<file path="src/rtl/gray_ptr_sync_checked.sv">
// Read-domain synchroniser for a Gray-coded write pointer, with registered
// binary copy, advance pulse/delta and a sticky illegal-transition flag.
module gray_ptr_sync_checked #(
  parameter int ADDRESS  = 3,
  parameter int STAGES   = 2,
  parameter bit CHECK_EN = 1'b1
) (
  input  logic               read_clk,
  input  logic               read_rst_n,
  input  logic [ADDRESS:0]   write_ptr_gray,
  input  logic               error_clr,
  output logic [ADDRESS:0]   sync_write_ptr,
  output logic [ADDRESS:0]   sync_write_ptr_bin,
  output logic               ptr_advanced,
  output logic [ADDRESS:0]   ptr_delta,
  output logic               gray_error
);

  localparam int W = ADDRESS + 1;
  localparam logic [ADDRESS:0] ONE = {{ADDRESS{1'b0}}, 1'b1};

  generate
    if (STAGES < 2 || STAGES > 4) begin : g_bad_stages
      $error("gray_ptr_sync_checked: STAGES must be in 2..4");
    end
  endgenerate

  (* async_reg = "true" *) logic [ADDRESS:0] chain [STAGES];

  logic [ADDRESS:0] prev_sync;
  logic [ADDRESS:0] bin_next;
  logic [ADDRESS:0] sync_diff;
  logic             multi_bit;
  logic             violation;

  always_ff @(posedge read_clk or negedge read_rst_n) begin
    if (!read_rst_n) begin
      for (int i = 0; i < STAGES; i++) chain[i] <= '0;
    end else begin
      chain[0] <= write_ptr_gray;
      for (int i = 1; i < STAGES; i++) chain[i] <= chain[i-1];
    end
  end

  assign sync_write_ptr = chain[STAGES-1];

  // Binary bit i is the parity of all Gray bits at or above i.
  always_comb begin
    bin_next = '0;
    for (int i = 0; i < W; i++) bin_next[i] = ^(sync_write_ptr >> i);
  end

  // More than one bit set <=> clearing the lowest set bit leaves something.
  assign sync_diff = sync_write_ptr ^ prev_sync;
  assign multi_bit = |(sync_diff & (sync_diff - ONE));
  assign violation = CHECK_EN && multi_bit;

  always_ff @(posedge read_clk or negedge read_rst_n) begin
    if (!read_rst_n) begin
      prev_sync          <= '0;
      sync_write_ptr_bin <= '0;
      ptr_advanced       <= 1'b0;
      ptr_delta          <= '0;
      gray_error         <= 1'b0;
    end else begin
      prev_sync          <= sync_write_ptr;
      sync_write_ptr_bin <= bin_next;
      if (bin_next != sync_write_ptr_bin) begin
        ptr_advanced <= 1'b1;
        ptr_delta    <= bin_next - sync_write_ptr_bin;
      end else begin
        ptr_advanced <= 1'b0;
      end
      // A fresh violation outranks a simultaneous clear.
      if (violation)      gray_error <= 1'b1;
      else if (error_clr) gray_error <= 1'b0;
    end
  end

endmodule

</file>
<file path="config.mk">
export PLATFORM = sky130hd
export DESIGN_NAME = gray_ptr_sync_checked
export DESIGN_NICKNAME = d
export VERILOG_FILES = /design/src/rtl/gray_ptr_sync_checked.sv
export SDC_FILE = /design/constraint.sdc
export NUM_CORES = 1
export LEC_CHECK = 0
export ABC_AREA = 1
export CORE_UTILIZATION = 51
export CTS_BUF_LIST = sky130_fd_sc_hd__clkbuf_16
export DETAILED_ROUTE_END_ITERATION = 10
export PLACE_DENSITY_LB_ADDON = 0.15
export SETUP_SLACK_MARGIN = 0.2
export SLEW_MARGIN = 20
export SYNTH_ARGS = -nofsm -noshare
export SYNTH_HDL_FRONTEND = slang
export SYNTH_SLANG_ARGS = --single-unit
</file>
<file path="constraint.sdc">
create_clock -name read_clk -period 5.25 [get_ports read_clk]
set_clock_uncertainty 0.05 [all_clocks]
set_input_delay 0.7875 -clock read_clk [delete_from_list [all_inputs] [get_ports read_clk]]
set_output_delay 0.7875 -clock read_clk [all_outputs]
set_load 0.03 [all_outputs]
</file>
== Word-level counts from Yosys, hierarchy flattened ==
Index checks and enable logic that the tools add are counted.
Cells by class
  add/sub/neg operators: 2
  equality and inequality tests: 1
  muxes and demuxes: 3
  bitwise logic cells: 2
  reductions and logical operators: 6
Operator list (count)
  4-bit parity: 4
  4-bit bitwise AND: 1
  4-bit != test: 1
  4-bit OR reduction: 1
  4-bit by 1-bit subtractor with 4-bit output, second input constant: 1
  4-bit subtractor: 1
  4-bit XOR: 1
  1-bit 2-to-1 mux: 3
  2-bit nonzero test: 1
Word-level totals
  register bits after elaboration: 22
  input bits: 7
  output and inout port bits: 14
  logic and storage cells: 21

== Logic depth before layout (Yosys ltp) ==
Gate-level depths: netlist of run 1.
  depth in word-level cells: 5
  depth in mapped cells: 9
  gate-level depth less buffers: 9

== Least setup slack after synthesis of run 1 ==
No wires, ideal clock.
  path kind: register -> register
  from: register chain (netlist bit sync_write_ptr[3])
  to: register ptr_delta[1]
  library setup time: 0.117 ns
  arrival: 1.628 ns
  data required time: 5.083 ns
  setup slack: 3.454 ns
  cell stages (with the launch flop): 9
  buffers on the path: 0
  period minus slack after synthesis: 1.796 ns
  cell sequence: dfrtp_1 > xor2_2 > xnor2_1 > inv_1 > ha_1 > inv_1 > fa_1 > nand2_1 > nand2_1
Between the ends
  longest elaborated chain between the ends: 2
  elaborated cells between the ends (all ways): 6
  classes of those cells: add/sub: 1; eq/ne: 1; reduce/logical: 4
Ends and longest elaborated chain
  start, declared: RTL line 28  | (* async_reg = "true" *) logic [ADDRESS:0] chain [STAGES];
  4-bit parity: RTL line 50  | for (int i = 0; i < W; i++) bin_next[i] = ^(sync_write_ptr >> i);
  net bin_next[2]: RTL line 31  | logic [ADDRESS:0] bin_next;
  4-bit != test: RTL line 68  | if (bin_next != sync_write_ptr_bin) begin
  end signal, assigned: RTL line 70  | ptr_delta <= bin_next - sync_write_ptr_bin;
  end, declared: RTL line 15  | output logic [ADDRESS:0] ptr_delta,
The timed path passes the listed nets, and every way through them passes these cells.
A chain may end at the register's enable or synchronous reset.

== Final worst setup path of run 1 ==
  from: register chain (netlist bit sync_write_ptr[2])
  to: output port sync_write_ptr[2]
RTL lines
  end, declared: RTL line 12  | output logic [ADDRESS:0] sync_write_ptr,
No word-level cell between the ends.

==> results of run 1 <==
-- metal layers --
metal,vias up,wire (µm)
li1,311,-
met1,289,669
met2,21,707
met3,5,68
met4,0,41
met5,-,0
-- per-stage QoR --
stage | std cells | hold WS [ns] | utilization
after floorplan | 94 | 0.281 | -
after global placement | 125 | 0.282 | 0.691
after detailed placement | 125 | 0.288 | 0.691
after CTS | 129 | 0.300 | 0.741
after global routing | 129 | 0.301 | 0.741
final | 129 | 0.297 | 0.741
-- cell families after synthesis --
group / after synthesis / synth area share
and+or+nand+nor: 38 / 0.167
buffers and inverters: 22 / 0.112
DFF: 21 / 0.579
xor gates and xnor gates: 5 / 0.0566
AOI/OAI and AO/OA: 4 / 0.0221
adders and majority gates: 4 / 0.0635
-- placed cells by master, fill, tap and decap left out --
master,Yosys,layout
dfrtp_1,21,21
clkdlybuf4s50_1,0,20
xor2_2,1,1
fa_1,1,1
ha_1,3,3
nand2_1,28,28
nand3_1,7,7
clkbuf_16,0,3
nor2_1,3,3
xor2_1,1,1
xnor2_1,3,3
a21oi_1,4,4
inv_1,17,18
-- path summary, 6_finish.rpt --
check / from / endpoint
max in group asynchronous: read_rst_n / ptr_delta[0]$_DFFE_PN0N_
min in group asynchronous: read_rst_n / prev_sync[0]$_DFF_PN0_
setup / recovery: sync_write_ptr[2]$_DFF_PN0_ / sync_write_ptr[2]
setup reg to reg: sync_write_ptr[3]$_DFF_PN0_ / ptr_delta[2]$_DFFE_PN0N_
hold reg to reg: chain[5]$_DFF_PN0_ / sync_write_ptr[1]$_DFF_PN0_
hold / removal: chain[5]$_DFF_PN0_ / sync_write_ptr[1]$_DFF_PN0_
-- registers in the layout, summed over array words and instances (netlist names) --
register / cells
chain: 4
sync_write_ptr: 4
sync_write_ptr_bin: 3
ptr_delta: 4
gray_error: 1
ptr_advanced: 1
prev_sync: 4
-- report_power, final --
part | internal (mW) | total, mW | switching (mW)
clock | 0.101 | 0.157 | 0.0558
sequential | 0.186 | 0.199 | 0.0133
combinational | 0.0625 | 0.152 | 0.0899
total | 0.350 | 0.509 | 0.159
-- layout make-up --
class / instances / area [µm²] / share of cell area
tap: 16 / 20.0 / 0.0171
timing repair buffer: 20 / 200 / 0.171
clock inverter: 1 / 3.75 / 0.00321
multi-input combinational: 51 / 280 / 0.240
sequential: 21 / 526 / 0.450
inverter: 17 / 63.8 / 0.0546
clock buffer: 3 / 75.1 / 0.0642
==> summary.txt, run 1 <==
Detailed routing
  • Drt pass-1 iters: 6
  • Iter 0 DRT Violations: 12
  • Vias: 626
  • # DRC: 0
  • Via-per-instance ratio: 4.85
  • Post-Route WL: 1490 µm
  • Final ANT Viol Nets: 0
  • Routed WL per cell: 11.5 µm

Hold path
  • Hold path depth: 0
  • Hold Crit Class: reg -> reg

Critical path
  • Critical path type: reg -> out
  • R2r worst-path depth: 9
  • WP buf/inv: 1
  • Setup crit end kind: output pin
  • Slowest cell on crit path: clkdlybuf4s50_1
  • Critical path startpoint category: flip-flop
  • R2R setup slack: 3.22 ns
  • CP Cell Sequence: clkdlybuf4s50_1
  • CP Max Fanout: 5
  • Critical path arrival: 1.40 ns
  • Cell depth of the worst setup path: 1
  • Critical Path RT: 4.41 ns
  • Delay-heaviest family, CP: buffers and inverters
  • Largest stage delay, worst path: 0.71 ns

Power
  • Max VDD drop: 245 µV
  • Total power: 509 µW
  • Lkg Pwr: 0.606 nW
  • PD cells: 435 mW/mm²

STA
  • Post-route minimum period: 2.24 ns
  • Final Hold Viols: 0
  • Tcrit/Tclk final: 0.427
  • Max-slew violations: 0
  • Final Setup Violations: 0
  • Final setup margin: 3.01 ns
  • Slew margin rel.: 0.417
  • Fmax: 0.446 GHz
  • Setup_tns: 0 ns
  • Slew @ Worst Pin: 0.871 ns
  • RSZ-0062 raised after global routing: no

GRT
  • Gr ovfl total: 0
  • Met3 Usage GRT: 0.0490
  • Met1 GRT Util: 0.215
  • Vias in the first global route: 605
  • GR Util All Layers: 0.191
  • Largest net degree at the start of global routing: 22
  • Initial antenna violation count: 0
  • Global routing met2 resource utilization: 0.318
  • Busiest grt layer: met2
  • First-pass GRT wire length: 2540 µm

Die
  • Core Area: 0.00158 mm²
  • Top Ports: 21
  • Die width: 44.2 µm
  • Height of the die: 44.2 µm
  • Initial Util: 0.575
  • Die area: 0.00195 mm²
  • Rows: 14

Logic synthesis
  • Synth Warn #: 0
  • Syn avg cell area: 9.65 µm²
  • Synth area leader: dfrtp_1
  • Count leader, synth: nand2_1
  • Netlist Area Pre-Place: 907 µm²
  • Synth top area share: 0.579
  • Most instantiated cells after synthesis: nand2_1, dfrtp_1, inv_1, nand3_1, buf_4
  • Seq/Total Area, Yosys: 0.579
  • Predominant post-synthesis flop cell: dfrtp_1
  • Net Count, Synth: 105
  • Seq cells post-synth: 21
  • Async SR Flop Fraction: 1.00
  • Gate Count Post-Synth: 94
  • Library cells used by synthesis: 12
  • Area contributors post-synth: dfrtp_1, nand2_1, inv_1
  • Post-synth EDFFs: 0

Finish
  • Antenna cells: 0
  • Share of cells above drive strength 1: 0.0354
  • Net count, final: 125
  • Syn-to-layout area delta: 28.8%
  • Finished Cell Area: 0.00117 mm²
  • FILL cells: 117

Clocking
  • H-tree Lvls: 1
  • CTS Sinks: 21
  • Worst-path clk slew: 0.06 ns
  • Post-CTS Repair Setup Buffers: 0
  • Later-pin clock latency in the skew report: 0.25 ns
  • CTS root buf: clkbuf_16
  • Hold buffer count at cts: 0
  • Num CTS Buffers: 3
  • CTS tree: done
  • Post-CTS sizing: 0
  • Longest Clk Path Bufs: 2

Run status
  • Status: finished, final reports clean

Place
  • Post-DP HPWL: 989 µm
  • Cell Area, Placed: 0.00109 mm²
  • Worst slack, placed: 3.25 ns
  • Port Buffers: 20
  • Gpl congestion: 0.709

Run
  • Max cap viols: 0
(Power assumes the default switching activity.)
==> run 2, diff against run 1 <==
--- a/config.mk
+++ b/config.mk
@@ -6,7 +6,7 @@
 export NUM_CORES = 1
 export LEC_CHECK = 0
 export ABC_AREA = 1
-export CORE_UTILIZATION = 51
+export CORE_UTILIZATION = 43
 export CTS_BUF_LIST = sky130_fd_sc_hd__clkbuf_16
 export DETAILED_ROUTE_END_ITERATION = 10
 export PLACE_DENSITY_LB_ADDON = 0.15
==> constraint.sdc (replaced) <==
create_clock -name read_clk -period 1.94 [get_ports read_clk]
set_clock_uncertainty 0.05 [all_clocks]
set_input_delay 0.291 -clock read_clk [delete_from_list [all_inputs] [get_ports read_clk]]
set_output_delay 0.291 -clock read_clk [all_outputs]
set_load 0.03 [all_outputs]
==> run 2 against run 1 <==
Compared with the run above:
- critical path depth grew 7
- flip-flop and latch count is the same
- non-clock buffer count grew 9
- final cell count grew 16%
- wire length grew 13%
- power grew to 3.0 times the previous value
- die area grew 18%
- highest routed layer unchanged
==> summary.txt, run 2 (synthesis gave the netlist of run 1 again) <==
Finish
  • Area occupied by registers: 529 µm²
  • Commonest non-fill, non-tap cells in the layout: nand2_1, dfrtp_1, clkdlybuf4s50_1
  • Share of cells above drive strength 1: 0.254
  • Antenna cells: 0
  • Area of the multi-input gates: 360 µm²
  • Util after Layout: 0.676
  • Most common cell after layout, fill and taps aside: nand2_1
  • Net count, final: 134
  • Syn-to-layout area delta: 47.6%
  • FILL cells: 156

STA
  • Fmax: 0.551 GHz
  • Post-route minimum period: 1.82 ns
  • Tcrit/Tclk final: 0.936
  • Setup_tns: 0 ns
  • Final Hold Viols: 0
  • Max-slew violations: 0
  • Slew margin rel.: 0.790
  • Hold WS: 0.302 ns
  • Slew @ Worst Pin: 0.314 ns
  • Final Setup Violations: 0
  • RSZ-0062 raised after global routing: yes

Hold path
  • HP Start: chain[4]$_DFF_PN0_
  • Worst Hold End: sync_write_ptr[0]$_DFF_PN0_
  • Hold path depth: 0
  • Hold Crit Class: reg -> reg

Power
  • Switching Fraction: 0.325
  • Total power: 1.50 mW
  • Reg power frac: 0.363
  • Switching Power: 488 µW
  • Clock share of power: 0.293
  • PD cells: 1120 mW/mm²
  • Lkg Pwr: 0.677 nW
  • Combinational Power Share: 0.344
  • Internal: 1.01 mW
  • Max VDD drop: 810 µV

Critical path
  • Critical path startpoint category: flip-flop
  • R2R setup slack: 0.12 ns
  • Slowest cell on crit path: dfrtp_2
  • Critical path type: reg -> reg
  • Setup crit end kind: flip-flop
  • Critical path arrival: 1.92 ns
  • Crit Reg-Reg Startpoint: sync_write_ptr[2]$_DFF_PN0_
  • R2r endpoint: ptr_delta[1]$_DFFE_PN0N_
  • Largest stage delay, worst path: 0.44 ns
  • CP Max Fanout: 3
  • CP Cell Sequence: xor2_4 -> xnor2_2 -> inv_1 -> ha_2 -> inv_2 -> fa_2 -> nand2_1 -> nand2_1
  • CP most frequent cell: nand2_1
  • R2r worst-path depth: 8
  • Critical Path RT: 2.04 ns

Die
  • Die width: 47.9 µm
  • Rows: 16
  • Core Area: 0.00198 mm²
  • Initial Util: 0.458
  • Top Ports: 21
  • Height of the die: 47.9 µm
  • Die area: 0.00230 mm²

Detailed routing
  • Iter 0 DRT Violations: 3
  • Drt pass-1 iters: 4
  • # DRC: 0
  • Routed WL per cell: 11.3 µm
  • Vias: 656
  • Post-Route WL: 1680 µm
  • Via-per-instance ratio: 4.40
  • Final ANT Viol Nets: 0

GRT
  • Vias in the first global route: 597
  • Initial antenna violation count: 0
  • GR Util All Layers: 0.180
  • Largest net degree at the start of global routing: 22
  • First-pass GRT wire length: 2590 µm
  • Gr ovfl total: 0

Clocking
  • Num CTS Buffers: 3
  • Later-pin clock latency in the skew report: 0.26 ns
  • CTS tree: done
  • CTS root buf: clkbuf_16
  • Longest Clk Path Bufs: 2
  • Hold buffer count at cts: 0
  • Worst-path clk slew: 0.06 ns
  • CTS Sinks: 21
  • H-tree Lvls: 1

Place
  • Gpl congestion: 0.781
  • Post-DP HPWL: 1140 µm
  • Port Buffers: 20

Run
  • Max cap viols: 0

Run status
  • Status: finished, final reports clean
-- run 2: cell types whose count changed in the layout (fill, tap and decap cells not counted), sizes merged --
cell           previous run  this run
buf                       0         9
clkdlybuf4s50            20        16
clkinvlp                  0         1
dlygate4sd2               0         3
dlymetal6s2s              0         1
inv                      18        17
-- run 2: cell type report --
cell class / instances / share of cell area
clock buffer: 3 / 0.0561
clock inverter: 1 / 0.00561
inverter: 17 / 0.0495
multi-input combinational: 51 / 0.269
sequential: 21 / 0.395
tap: 27 / 0.0252
timing repair buffer: 29 / 0.199
-- run 2: critical path: cells and delay by family, from the launching register on --
kind	cells	cell delay [ns]
simple gates	2	0.12
fa+ha+maj	2	0.61
buf+inv	2	0.12
xor+xnor	2	0.38
flops	1	0.44
-- run 2: metrics by stage --
stage                     area, µm²  worst slack, ns  std cells
after floorplan                 915            0.176         94
final                          1340            0.123        149
after global routing           1340           0.0105        149
after global placement         1130           0.0290        139
after CTS                      1300           0.0881        147
after detailed placement       1130           0.0270        139
-- run 2: power by group through the flow --
stage	registers, mW	clock network [mW]	logic, mW
6_report	0.544	0.440	0.516
5_1_grt	0.552	0.472	0.555
4_1_cts	0.545	0.454	0.488
3_5_place_dp	0.548	0	0.432
3_3_place_gp	0.548	0	0.422
2_1_floorplan	0.649	0	0.155
-- run 2: per-layer routing --
layer | vias up | part of all wire | global-route usage
met4 | 0 | 0.013 | 0.100
met5 | - | 0 | 0
li1 | 333 | - | -
met3 | 4 | 0.046 | 0.0792
met2 | 13 | 0.51 | 0.284
met1 | 306 | 0.43 | 0.202
-- run 2: worst max path at each step --
stage	end	cells after the start	from
after CTS	ptr_delta[1]$_DFFE_PN0N_	8	sync_write_ptr[1]$_DFF_PN0_
after floorplan	ptr_delta[1]$_DFFE_PN0N_	8	sync_write_ptr[2]$_DFF_PN0_
after global routing	ptr_delta[0]$_DFFE_PN0N_	9	sync_write_ptr[2]$_DFF_PN0_
after global placement	ptr_delta[1]$_DFFE_PN0N_	8	sync_write_ptr[2]$_DFF_PN0_
after detailed placement	ptr_delta[1]$_DFFE_PN0N_	8	sync_write_ptr[1]$_DFF_PN0_
final	ptr_delta[1]$_DFFE_PN0N_	8	sync_write_ptr[2]$_DFF_PN0_
-- run 2: repair_timing --
item | in CTS | in global routing
buffers inserted | 4 | 2
setup endpoints to repair | 9 | 6
pin swaps | 5 | 4
resized for setup | 14 | 6
gates cloned | 0 | 0
==> run 3, diff against run 2 <==
--- a/config.mk
+++ b/config.mk
@@ -11,6 +11,7 @@
 export DETAILED_ROUTE_END_ITERATION = 10
 export PLACE_DENSITY_LB_ADDON = 0.15
 export SETUP_SLACK_MARGIN = 0.2
+export SKIP_LAST_GASP = 1
 export SLEW_MARGIN = 20
 export SYNTH_ARGS = -nofsm -noshare
 export SYNTH_HDL_FRONTEND = slang
==> results of run 3 <==
The final DEF is identical to that of run 2; final timing and power are the same.
